===== config.mk =====
export PLATFORM = sky130hd
export DESIGN_NAME = riscv_32_pipe_ctrl
export DESIGN_NICKNAME = d
export VERILOG_FILES = /design/src/rtl/riscv_32_pipe_ctrl.sv
export SDC_FILE = /design/constraint.sdc
export NUM_CORES = 1
export LEC_CHECK = 0
export ABC_AREA = 1
export CAP_MARGIN = 20
export CORE_MARGIN = 2
export CORE_UTILIZATION = 50
export CTS_CLUSTER_DIAMETER = 50
export DETAILED_ROUTE_END_ITERATION = 10
export GPL_TIMING_DRIVEN = 0
export PLACE_DENSITY_LB_ADDON = 0.1
export REMOVE_ABC_BUFFERS = 1
export SYNTH_ARGS = -nofsm -noshare
export SYNTH_HDL_FRONTEND = slang
export SYNTH_SLANG_ARGS = --single-unit

===== constraint.sdc =====
create_clock -name clk -period 3.9 [get_ports clk]
set_input_delay 0.39 -clock clk [delete_from_list [all_inputs] [get_ports clk]]
set_output_delay 0.39 -clock clk [all_outputs]
set_load 0.01 [all_outputs]

===== src/rtl/riscv_32_pipe_ctrl.sv =====
// Pipeline controller for the 3-stage RV32 core: stage enables, redirect bubbles,
// WB->EX forwarding selects, divider start/done handshake and debug stall/flush counters.
module riscv_32_pipe_ctrl #(
   parameter int CNT_W = 16
) (
   input  logic             clk,
   input  logic             rst,
   input  logic [31:0]      ex_instr,
   input  logic             branch_taken,
   input  logic             wb_regwrite,
   input  logic [4:0]       wb_rd,
   input  logic             div_done,
   output logic             pc_en,
   output logic             pc_sel,
   output logic             if_ex_en,
   output logic             ex_bubble,
   output logic             ex_valid,
   output logic             wb_en,
   output logic             fwd_rs1,
   output logic             fwd_rs2,
   output logic             div_start,
   output logic [CNT_W-1:0] stall_cnt,
   output logic [CNT_W-1:0] flush_cnt
);

   typedef enum logic [1:0] {
      BOOT     = 2'd0,
      RUN      = 2'd1,
      DIV_WAIT = 2'd2
   } state_e;

   localparam logic [6:0] OP_JAL    = 7'b1101111;
   localparam logic [6:0] OP_JALR   = 7'b1100111;
   localparam logic [6:0] OP_BRANCH = 7'b1100011;
   localparam logic [6:0] OP_REG    = 7'b0110011;
   localparam logic [6:0] F7_MULDIV = 7'b0000001;

   state_e           state_q, state_d, cur_state;
   logic             ex_valid_q, ex_valid_d;
   logic [CNT_W-1:0] stall_cnt_q, stall_cnt_d;
   logic [CNT_W-1:0] flush_cnt_q, flush_cnt_d;

   logic [6:0] opcode;
   logic [4:0] rs1, rs2;
   logic [2:0] funct3;
   logic [6:0] funct7;
   logic       is_jump, is_branch, is_div;
   logic       redirect, div_req;
   logic       stall_inc, flush_inc;

   assign opcode = ex_instr[6:0];
   assign funct3 = ex_instr[14:12];
   assign rs1    = ex_instr[19:15];
   assign rs2    = ex_instr[24:20];
   assign funct7 = ex_instr[31:25];

   assign is_jump   = (opcode == OP_JAL) || (opcode == OP_JALR);
   assign is_branch = (opcode == OP_BRANCH);
   assign is_div    = (opcode == OP_REG) && (funct7 == F7_MULDIV) && funct3[2];

   // A bubble in EX must never redirect or start the divider, whatever its bits look like.
   assign redirect = ex_valid_q && (is_jump || (is_branch && branch_taken));
   assign div_req  = ex_valid_q && is_div;

   assign fwd_rs1 = wb_regwrite && (wb_rd != 5'd0) && (wb_rd == rs1);
   assign fwd_rs2 = wb_regwrite && (wb_rd != 5'd0) && (wb_rd == rs2);

   assign cur_state = rst ? BOOT : state_q;

   always_comb begin
      state_d   = state_q;
      pc_en     = 1'b0;
      pc_sel    = 1'b0;
      if_ex_en  = 1'b0;
      ex_bubble = 1'b0;
      wb_en     = 1'b0;
      div_start = 1'b0;
      stall_inc = 1'b0;
      flush_inc = 1'b0;
      case (cur_state)
         BOOT: begin
            pc_en     = 1'b1;
            if_ex_en  = 1'b1;
            ex_bubble = 1'b1;
            wb_en     = 1'b1;
            state_d   = RUN;
         end
         RUN: begin
            if (div_req) begin
               div_start = 1'b1;
               state_d   = DIV_WAIT;
            end else begin
               pc_en     = 1'b1;
               if_ex_en  = 1'b1;
               wb_en     = 1'b1;
               pc_sel    = redirect;
               ex_bubble = redirect;
               flush_inc = redirect;
            end
         end
         DIV_WAIT: begin
            if (div_done) begin
               pc_en    = 1'b1;
               if_ex_en = 1'b1;
               wb_en    = 1'b1;
               state_d  = RUN;
            end else begin
               stall_inc = 1'b1;
            end
         end
         default: state_d = BOOT;
      endcase
   end

   always_comb begin
      ex_valid_d  = if_ex_en ? ~ex_bubble : ex_valid_q;
      stall_cnt_d = (stall_inc && (stall_cnt_q != {CNT_W{1'b1}})) ? stall_cnt_q + 1'b1 : stall_cnt_q;
      flush_cnt_d = (flush_inc && (flush_cnt_q != {CNT_W{1'b1}})) ? flush_cnt_q + 1'b1 : flush_cnt_q;
   end

   always_ff @(posedge clk) begin
      if (rst) begin
         state_q     <= BOOT;
         ex_valid_q  <= 1'b0;
         stall_cnt_q <= '0;
         flush_cnt_q <= '0;
      end else begin
         state_q     <= state_d;
         ex_valid_q  <= ex_valid_d;
         stall_cnt_q <= stall_cnt_d;
         flush_cnt_q <= flush_cnt_d;
      end
   end

   assign ex_valid  = ex_valid_q;
   assign stall_cnt = stall_cnt_q;
   assign flush_cnt = flush_cnt_q;

endmodule


After elaboration in Yosys (flattened, before gate mapping)
Index checks and enable logic that the tools add are counted.
{"block": "totals", "ff_bits": 35, "in_bits": 42, "output_inout_bits": 41, "word_cells": 49}
{"block": "op_classes", "add_sub_neg": 2, "n_eq_ne": 13, "muxes": 14, "bitwise": 1, "n_reduce_logical": 15}
{"operator": "$add A16 B1 Y16 const B", "n": 2}
{"operator": "$ne A16 B16 Y1 const B", "n": 2}
{"operator": "$eq A7 B7 Y1 const B", "n": 3}
{"operator": "$eq A5 B5 Y1", "n": 2}
{"operator": "$logic_and A1 B1 Y1", "n": 10}
{"operator": "$mux W1", "n": 8}
{"operator": "$eq A7 B1 Y1 const B", "n": 1}
{"operator": "$eq A7 B6 Y1 const B", "n": 1}
{"operator": "$mux W2", "n": 3}
{"operator": "$pmux W2 S3", "n": 1}
{"operator": "$reduce_bool A5 Y1", "n": 1}
{"operator": "$ne A2 B2 Y1 const B", "n": 2}
{"operator": "$pmux W1 S3", "n": 1}
{"operator": "$eq A2 B1 Y1 const B", "n": 1}
{"operator": "$eq A2 B2 Y1 const B", "n": 1}
{"operator": "$logic_not A2 Y1", "n": 1}
{"operator": "$logic_or A1 B1 Y1", "n": 2}
{"operator": "$pmux W1 S2", "n": 1}
{"operator": "$reduce_and A2 Y1", "n": 1}
{"operator": "$not A1 Y1", "n": 1}

Longest topological paths before layout
Gate-level depths: netlist (run 1).
{"block": "depth", "depth_word": 7, "mapped_depth": 10}

Worst setup path before layout (run 1)
No wires, ideal clock.
{"block": "synth_timing", "path_kind": "reg-to-reg", "from": "reg stall_cnt_q[0] (netlist: stall_cnt[0])", "to": "reg stall_cnt_q[13] (netlist: stall_cnt[13])", "arrival_time_ps": 1517, "t_required_ps": 3785, "path_slack_ps": 2268, "stages_incl_launch_ff": 10, "path_buffers": 1, "cell_sequence": "dfxtp_1 -> ha_1 -> nand2_1 -> nor2_2 -> nand2_1 -> nor2_2 -> nor2_4 -> buf_4 -> a21oi_1 -> nor2_1"}
{"block": "synth_between", "elab_chain_cells": 2, "elab_cells_between_ends": 3, "classes_between": "1 x add/sub; 1 x eq/ne; 1 x reduce/logical"}
{"element": "from (decl)", "line_no": "40", "rtl": "logic [CNT_W-1:0] stall_cnt_q, stall_cnt_d;"}
{"element": "from (signal assigned)", "line_no": "130", "rtl": "stall_cnt_q <= stall_cnt_d;"}
{"element": "branches (longest 2 deep; another with $add A16 B1 Y16)"}
Several ways; the timed one is not identified.
A chain may end at the register's enable or synchronous reset.

Worst setup path after layout (run 1)
{"block": "layout_timing", "from": "in rst", "to": "out wb_en"}
{"block": "layout_between", "elab_chain_cells": 3, "elab_cells_between_ends": 5, "classes_between": "2 x eq/ne; 2 x mux; 1 x reduce/logical"}
{"element": "from (decl)", "line_no": "7", "rtl": "input logic rst,"}
{"element": "$mux W2 *", "line_no": "68", "rtl": "assign cur_state = rst ? BOOT : state_q;"}
{"element": "$eq A2 B2 Y1, or another cell as far along", "line_no": "80", "rtl": "case (cur_state)"}
{"element": "$pmux W1 S3 *", "line_no": "80"}
{"element": "to (decl)", "line_no": "18", "rtl": "output logic wb_en,"}
Mark *: on every way between the ends. The rest lies on a longest branch, timed or not.

==> run summary, run 1 <==
===============================================================================================
Status                                                                             finished clean
Most congested layer reported by global routing                                            met2
Final Hold Viols                                                                              0
Worst slew margin                                                                        58.43%
Global routing met1 resource utilization                                                 24.98%
Count of placed standard cells including taps                                               514
Worst slew pin tran                                                                   0.6216 ns
Delay of the slowest cell on the worst path                                             0.72 ns
Cell types with the largest area share after synthesis                             sky130_fd_sc_hd__dfxtp_1 (28%), sky130_fd_sc_hd__nand2_1 (18%), sky130_fd_sc_hd__nor2_1 (7.8%)
Slowest library cell on the worst path                                             sky130_fd_sc_hd__clkdlybuf4s50_1
FMAX                                                                                 0.3460 GHz
Endpoint arrival time on the critical path                                              2.50 ns
Via count of the first global-routing pass                                                 2367
Type of element capturing the critical path                                        primary output
Final antenna-violating net count                                                             0
FF+latch count, synth                                                                        35
Critical Setup Path Class                                                          primary input to primary output
Average footprint of a synthesized cell                                              6.497 um^2
Clock period minus worst slack                                                         2.890 ns
CTS H-Tree Depth                                                                              2
# clock sinks                                                                                35
Accumulated negative setup slack                                                           0 ns
Clock input transition at the sequential cells of the worst setup and hold paths        0.07 ns
Total count of max-transition violations in the final report                                  0
Vias post-DR                                                                               2555
Wire length per cell                                                                   11.38 um
Minimum setup slack in the final design                                                1.010 ns
Met3 Track Usage GR                                                                      5.285%
Max Cap Viol                                                                                  0
Async set-reset flop share out of synthesis                                                  0%
Total die area                                                                     0.005502 mm^2
Skew-Pair Late Insertion Delay                                                          0.31 ns
Maximum clock path buffer count                                                               2
Final non-filler cell total                                                                 522
Detailed-route vias per instance                                                          4.895
CTS Root Buffer Type                                                               sky130_fd_sc_hd__clkbuf_8
Row count                                                                                    25
DRC violation total after the first TritonRoute iteration                                   132
Pre-CTS setup slack                                                                    1.010 ns
Final wirelength                                                                        5940 um
EDFF count, synth                                                                             0
Initial core utilization                                                                 52.13%
Global placement routability congestion                                                  0.8791
Die X                                                                                  74.18 um
Startpoint Class                                                                   primary input
Netlist area before placement                                                      0.002462 mm^2
Period utilization                                                                       74.10%
Max Clock Skew                                                                       0.01479 ns
Total of endpoints with negative setup slack in the final report                              0
Overflow after GRT                                                                            0
Buffers on Ports                                                                             75
Layout-stage area growth over the synthesis result                                       36.94%
Number of iterations in the first detailed-routing pass                                       4
Static Leakage                                                                         1.213 nW
Cells resized by post-CTS repair                                                              0
Total I/O pin count                                                                          83
Number of warning messages in the yosys log                                                   0
Number of nets at the end of the flow                                                       498
CTS buffer count                                                                              5
CP max FO                                                                                    19
Antenna violations before repair                                                              0
Met2 usage in global routing                                                             44.25%
Proportion of netlist area held by the largest area contributor                          28.46%
Kind of cell adding the most delay to the critical path                            buffers and inverters
Pwr Density                                                                        231.1 mW/mm^2
Sequential share of the synthesized area                                                 28.46%
Post-DP HPWL                                                                            4556 um
Bufs and invs on worst path                                                                   4
VDD IR max                                                                            0.1562 mV
Antenna diodes                                                                                0
Die Height                                                                             74.18 um
Gate count of the mapped netlist                                                            379
Synth unique cells                                                                           30
Largest net degree at the start of global routing                                            20
Post-CTS Setup Bufs                                                                           0
Top cell type by total area after synthesis                                        sky130_fd_sc_hd__dfxtp_1
First-pass GRT wire length                                                             10010 um
RSZ-0062 raised after global routing                                                      false
Core outline area                                                                  0.004723 mm^2
Number of hold-repair buffers added at the cts stage                                          0
Total GRT Usage                                                                          23.13%
DRC Markers                                                                                   0
Post-synth top flop                                                                sky130_fd_sc_hd__dfxtp_1
Power, Total                                                                           779.4 uW
CP Data Required Time                                                                   3.51 ns
Class of the most critical hold timing path                                        register to register
Critical-path cell list                                                            clkdlybuf4s50_1, buf_16, inv_4, nand2_4, nand3_2, nand2_1, nand2_1, clkdlybuf4s50_1
Layout cell share with drive strength beyond 1                                           10.33%
TritonCTS clock tree                                                                        yes
===============================================================================================
## per-stage QoR
stage | hold slack, ns | util (%) | instance area, um^2
finish | 0.5231 | 71.39 | 3372
global route | 0.5501 | 71.39 | 3372
detailed placement | 0.5091 | 69.01 | 3259
floorplan | 0.4524 | - | 2397
global placement | 0.5098 | 68.42 | 3232
CTS | 0.5230 | 71.39 | 3372
## power breakdown
part           switching, mW  internal [mW]  total, mW
Clock                  0.148          0.190      0.338
Combinational         0.0326         0.0494     0.0820
Sequential          0.000879          0.358      0.359
Total                  0.181          0.598      0.779
## state kept, by name, indices dropped and copies added, names as in the netlist
| register | cells |
|---|---|
| flush_cnt | 16 |
| state_q | 2 |
| stall_cnt | 16 |
| ex_valid | 1 |
## path summary, 6_finish.rpt
kind / startpoint / end / slack [ns] / cells after the start
worst max register to register: stall_cnt[0] / stall_cnt[8] / 2.11 / 9
worst min register to register: flush_cnt[1] / flush_cnt[1] / 0.52 / 2
worst min-delay path: flush_cnt[1] / flush_cnt[1] / 0.52 / 2
worst max-delay path: rst / wb_en / 1.01 / 8
## synth_stat cells (2+ instances only)
| master | count |
|---|---|
| sky130_fd_sc_hd__nor4_1 | 3 |
| sky130_fd_sc_hd__nand3b_1 | 7 |
| sky130_fd_sc_hd__nand3_1 | 29 |
| sky130_fd_sc_hd__nor2_4 | 4 |
| sky130_fd_sc_hd__nor2_2 | 3 |
| sky130_fd_sc_hd__inv_4 | 2 |
| sky130_fd_sc_hd__xor2_1 | 12 |
| sky130_fd_sc_hd__ha_1 | 2 |
| sky130_fd_sc_hd__inv_2 | 3 |
| sky130_fd_sc_hd__xnor2_1 | 7 |
| sky130_fd_sc_hd__nand4_1 | 9 |
| sky130_fd_sc_hd__dfxtp_1 | 35 |
| sky130_fd_sc_hd__nor2_8 | 2 |
| sky130_fd_sc_hd__nor2_1 | 51 |
| sky130_fd_sc_hd__buf_4 | 5 |
| sky130_fd_sc_hd__inv_1 | 30 |
| sky130_fd_sc_hd__nand2_1 | 117 |
| sky130_fd_sc_hd__a21oi_2 | 10 |
| sky130_fd_sc_hd__nand2_4 | 2 |
| sky130_fd_sc_hd__o21ai_0 | 8 |
| sky130_fd_sc_hd__a21oi_1 | 20 |
| sky130_fd_sc_hd__nand2_2 | 10 |
## cell usage in the layout (no fill, tap or decap), drive strengths merged, types with 7 or more instances in the layout
cell	n
a21oi	30
clkdlybuf4s50	75
dfxtp	35
inv	35
nand2	130
nand3	30
nand3b	7
nand4	9
nor2	60
o21ai	8
xnor2	7
xor2	12
## worst register-to-register path, cell delays in order, from the launching register on
cell	delay, ns
sky130_fd_sc_hd__dfxtp_1	0.45
sky130_fd_sc_hd__ha_1	0.27
sky130_fd_sc_hd__nand2_1	0.10
sky130_fd_sc_hd__nor2_2	0.14
sky130_fd_sc_hd__nand2_1	0.12
sky130_fd_sc_hd__nor2_2	0.16
sky130_fd_sc_hd__nor2_4	0.10
sky130_fd_sc_hd__inv_2	0.18
sky130_fd_sc_hd__nand2_1	0.07
sky130_fd_sc_hd__a21oi_1	0.14
## area by class of cell
class	instances	area [um^2]
inverter	35	136.4
clock buffer	5	68.82
multi-input combinational	301	1560
sequential	35	700.7
clock inverter	3	43.79
fill	412	1351
tap	67	83.83
timing repair buffer	76	778.2
## kinds of logic (layout without fill, tap and decap cells)
logic type / Yosys count / in the layout / synth area share (%)
AOI/OAI and AO/OA: 39 / 39 / 9.553
xor gates and xnor gates: 19 / 19 / 6.758
adders and majority gates: 2 / 2 / 1.016
buffers and inverters: 43 / 119 / 8.181
DFF: 35 / 35 / 28.46
and+or+nand+nor: 241 / 241 / 46.04
## metal layers
metal	share of wire [%]	vias up
met5	0	-
met4	1.2	0
met3	3.8	8
met2	53	42
met1	42	1139
li1	-	1366
Power figures use the tool's default switching activity.
==> inputs of run 2 (changes only) <==
--- a/config.mk
+++ b/config.mk
@@ -8,7 +8,7 @@
 export ABC_AREA = 1
 export CAP_MARGIN = 20
 export CORE_MARGIN = 2
-export CORE_UTILIZATION = 50
+export CORE_UTILIZATION = 46
 export CTS_CLUSTER_DIAMETER = 50
 export DETAILED_ROUTE_END_ITERATION = 10
 export GPL_TIMING_DRIVEN = 0
==> constraint.sdc (replaced) <==
create_clock -name clk -period 2.9 [get_ports clk]
set_input_delay 0.29 -clock clk [delete_from_list [all_inputs] [get_ports clk]]
set_output_delay 0.29 -clock clk [all_outputs]
set_load 0.01 [all_outputs]
==> run 2 against run 1 <==
Wire length fell by 0.12%. Worst hold slack improved by 0.0014 ns. Via count rose by 0.27%. Register-to-register slack got worse by 1.0 ns. Clock power rose by 17%. Cell area fell by 0.26%. First-iteration DRC count fell by 44%. Flip-flop and latch count did not move. Setup slack got worse by 0.78 ns. Critical path depth did not move. Sequential share of layout area rose by 0.054 points. Non-clock buffer count did not move. Largest power group unchanged. Highest routed layer unchanged.
==> run summary, run 2 (synthesized netlist as in run 1, its figures left out) <==
===============================================================================================
Status                                                                             finished clean
FMAX                                                                                 0.3741 GHz
Maximum clock path buffer count                                                               2
TritonCTS clock tree                                                                        yes
Core outline area                                                                  0.005140 mm^2
Worst slew margin                                                                        59.95%
CTS H-Tree Depth                                                                              2
Design area                                                                        0.003363 mm^2
VDD IR max                                                                            0.2397 mV
Final antenna-violating net count                                                             0
Delay of the slowest cell on the worst path                                             0.71 ns
Clock period minus worst slack                                                         2.673 ns
Skew-Pair Late Insertion Delay                                                          0.29 ns
Power, Total                                                                           990.2 uW
Class of the most critical hold timing path                                        register to register
Area of the multi-input gates                                                      0.001560 mm^2
Total of endpoints with negative setup slack in the final report                              0
RSZ-0062 raised after global routing                                                      false
Metal3 WL                                                                                215 um
Vias post-DR                                                                               2562
Max Cap Viol                                                                                  0
Filler Cell Count                                                                           482
Reg area                                                                             700.7 um^2
Startpoint Class                                                                   primary input
Final non-filler cell total                                                                 525
Kind of cell adding the most delay to the critical path                            buffers and inverters
Number of nets at the end of the flow                                                       498
Wire length per cell                                                                   11.30 um
Overflow after GRT                                                                            0
Final wirelength                                                                        5933 um
Count of placed standard cells including taps                                               517
Post-layout util                                                                         65.43%
Row count                                                                                    26
# clock sinks                                                                                35
Antenna diodes                                                                                0
Commonest non-fill, non-tap cell in the layout                                     sky130_fd_sc_hd__nand2_1
Critical Setup Path Class                                                          primary input to primary output
Cells resized by post-CTS repair                                                              0
Met2 wire len                                                                           3174 um
DRC Markers                                                                                   0
Total count of max-transition violations in the final report                                  0
Critical-path cell list                                                            clkdlybuf4s50_1, buf_16, inv_4, nand2_4, nand3_2, nand2_1, nand2_1, clkdlybuf4s50_1
Layout-stage area growth over the synthesis result                                       36.59%
Type of element capturing the critical path                                        primary output
Period utilization                                                                       92.18%
Static Leakage                                                                         1.206 nW
Via count of the first global-routing pass                                                 2435
Metal1 wirelength                                                                       2493 um
Max Clock Skew                                                                      0.004195 ns
Antenna violations before repair                                                              0
Global placement routability congestion                                                  0.8169
Total die area                                                                     0.005954 mm^2
Final Hold Viols                                                                              0
Total placed instance area                                                         0.003263 mm^2
Pwr Density                                                                        294.4 mW/mm^2
CTS buffer count                                                                              5
Post-CTS Setup Bufs                                                                           0
Post-DP HPWL                                                                            4576 um
Die Height                                                                             77.17 um
Endpoint arrival time on the critical path                                              2.38 ns
Bufs and invs on worst path                                                                   4
Buffers on Ports                                                                             75
CP max FO                                                                                    19
Worst slew pin tran                                                                   0.5989 ns
CP Data Required Time                                                                   2.61 ns
Total GRT Usage                                                                          21.41%
Number of iterations in the first detailed-routing pass                                       4
DRC violation total after the first TritonRoute iteration                                    74
Highest routing layer actually used                                                        met4
First-pass GRT wire length                                                             10650 um
Total I/O pin count                                                                          83
Detailed-route vias per instance                                                          4.880
Layout cell share with drive strength beyond 1                                           10.11%
Initial core utilization                                                                 47.91%
CTS Root Buffer Type                                                               sky130_fd_sc_hd__clkbuf_8
Die X                                                                                  77.17 um
Largest net degree at the start of global routing                                            20
Clock input transition at the sequential cells of the worst setup and hold paths        0.07 ns
Slowest library cell on the worst path                                             sky130_fd_sc_hd__clkdlybuf4s50_1
Number of hold-repair buffers added at the cts stage                                          0
Highest-count cells in the layout ignoring fill and taps                           sky130_fd_sc_hd__nand2_1 (117), sky130_fd_sc_hd__clkdlybuf4s50_1 (75), sky130_fd_sc_hd__nor2_1 (51)
===============================================================================================
==> run 2: cell types whose count changed in the layout (fill, tap and decap cells not counted) <==
cell,before,now
sky130_fd_sc_hd__bufinv_16,1,0
sky130_fd_sc_hd__clkinv_4,1,0
sky130_fd_sc_hd__clkbuf_8,5,7
sky130_fd_sc_hd__clkinv_2,1,0
sky130_fd_sc_hd__clkbuf_1,0,1
==> run 2: worst paths after layout <==
kind,startpoint,depth (start not counted),slack (ns),to
worst min-delay path,flush_cnt[1],2,0.52,flush_cnt[1]
worst max-delay path,rst,8,0.23,pc_en
worst max register to register,stall_cnt[0],9,1.11,stall_cnt[1]
worst min register to register,flush_cnt[1],2,0.52,flush_cnt[1]
==> run 2: where the power goes <==
group	leakage (nW)	switching, mW	internal [mW]	total, mW
Combinational	0.872	0.0447	0.0665	0.111
Clock	0.0515	0.179	0.217	0.396
Sequential	0.282	0.00119	0.482	0.483
Total	1.21	0.225	0.765	0.990
==> run 2: final cells by class <==
class	instances	area share (%)
sequential	35	20.83
inverter	35	4.055
multi-input combinational	301	46.39
clock buffer	8	2.976
timing repair buffer	76	23.14
tap	70	2.604
==> run 2: per-layer routing <==
metal | vias up | global-route usage [%]
li1 | 1361 | -
met1 | 1158 | 24.51
met2 | 38 | 40.17
met3 | 5 | 4.000
met4 | 0 | 5.893
met5 | - | 0
==> run 2: per-stage QoR <==
step | setup TNS (ns) | worst slack (ns) | hold WS (ns)
CTS | 0 | 0.1990 | 0.5267
finish | 0 | 0.2267 | 0.5245
global route | 0 | 0.04285 | 0.5497
floorplan | 0 | 1.305 | 0.3524
detailed placement | 0 | 0.1882 | 0.5130
global placement | -3.062 | -0.2471 | 0.5035
==> run 2: worst register-to-register path, cell delays in order, from the launching register on <==
cell and delay [ns]:
sky130_fd_sc_hd__dfxtp_1 0.37, sky130_fd_sc_hd__ha_1 0.27, sky130_fd_sc_hd__nand2_1 0.12, sky130_fd_sc_hd__nor2_2 0.06, sky130_fd_sc_hd__nand2_1 0.12, sky130_fd_sc_hd__nor2_2 0.07, sky130_fd_sc_hd__nor2_4 0.31, sky130_fd_sc_hd__inv_2 0.19
sky130_fd_sc_hd__nor2_1 0.12, sky130_fd_sc_hd__nor2_1 0.06
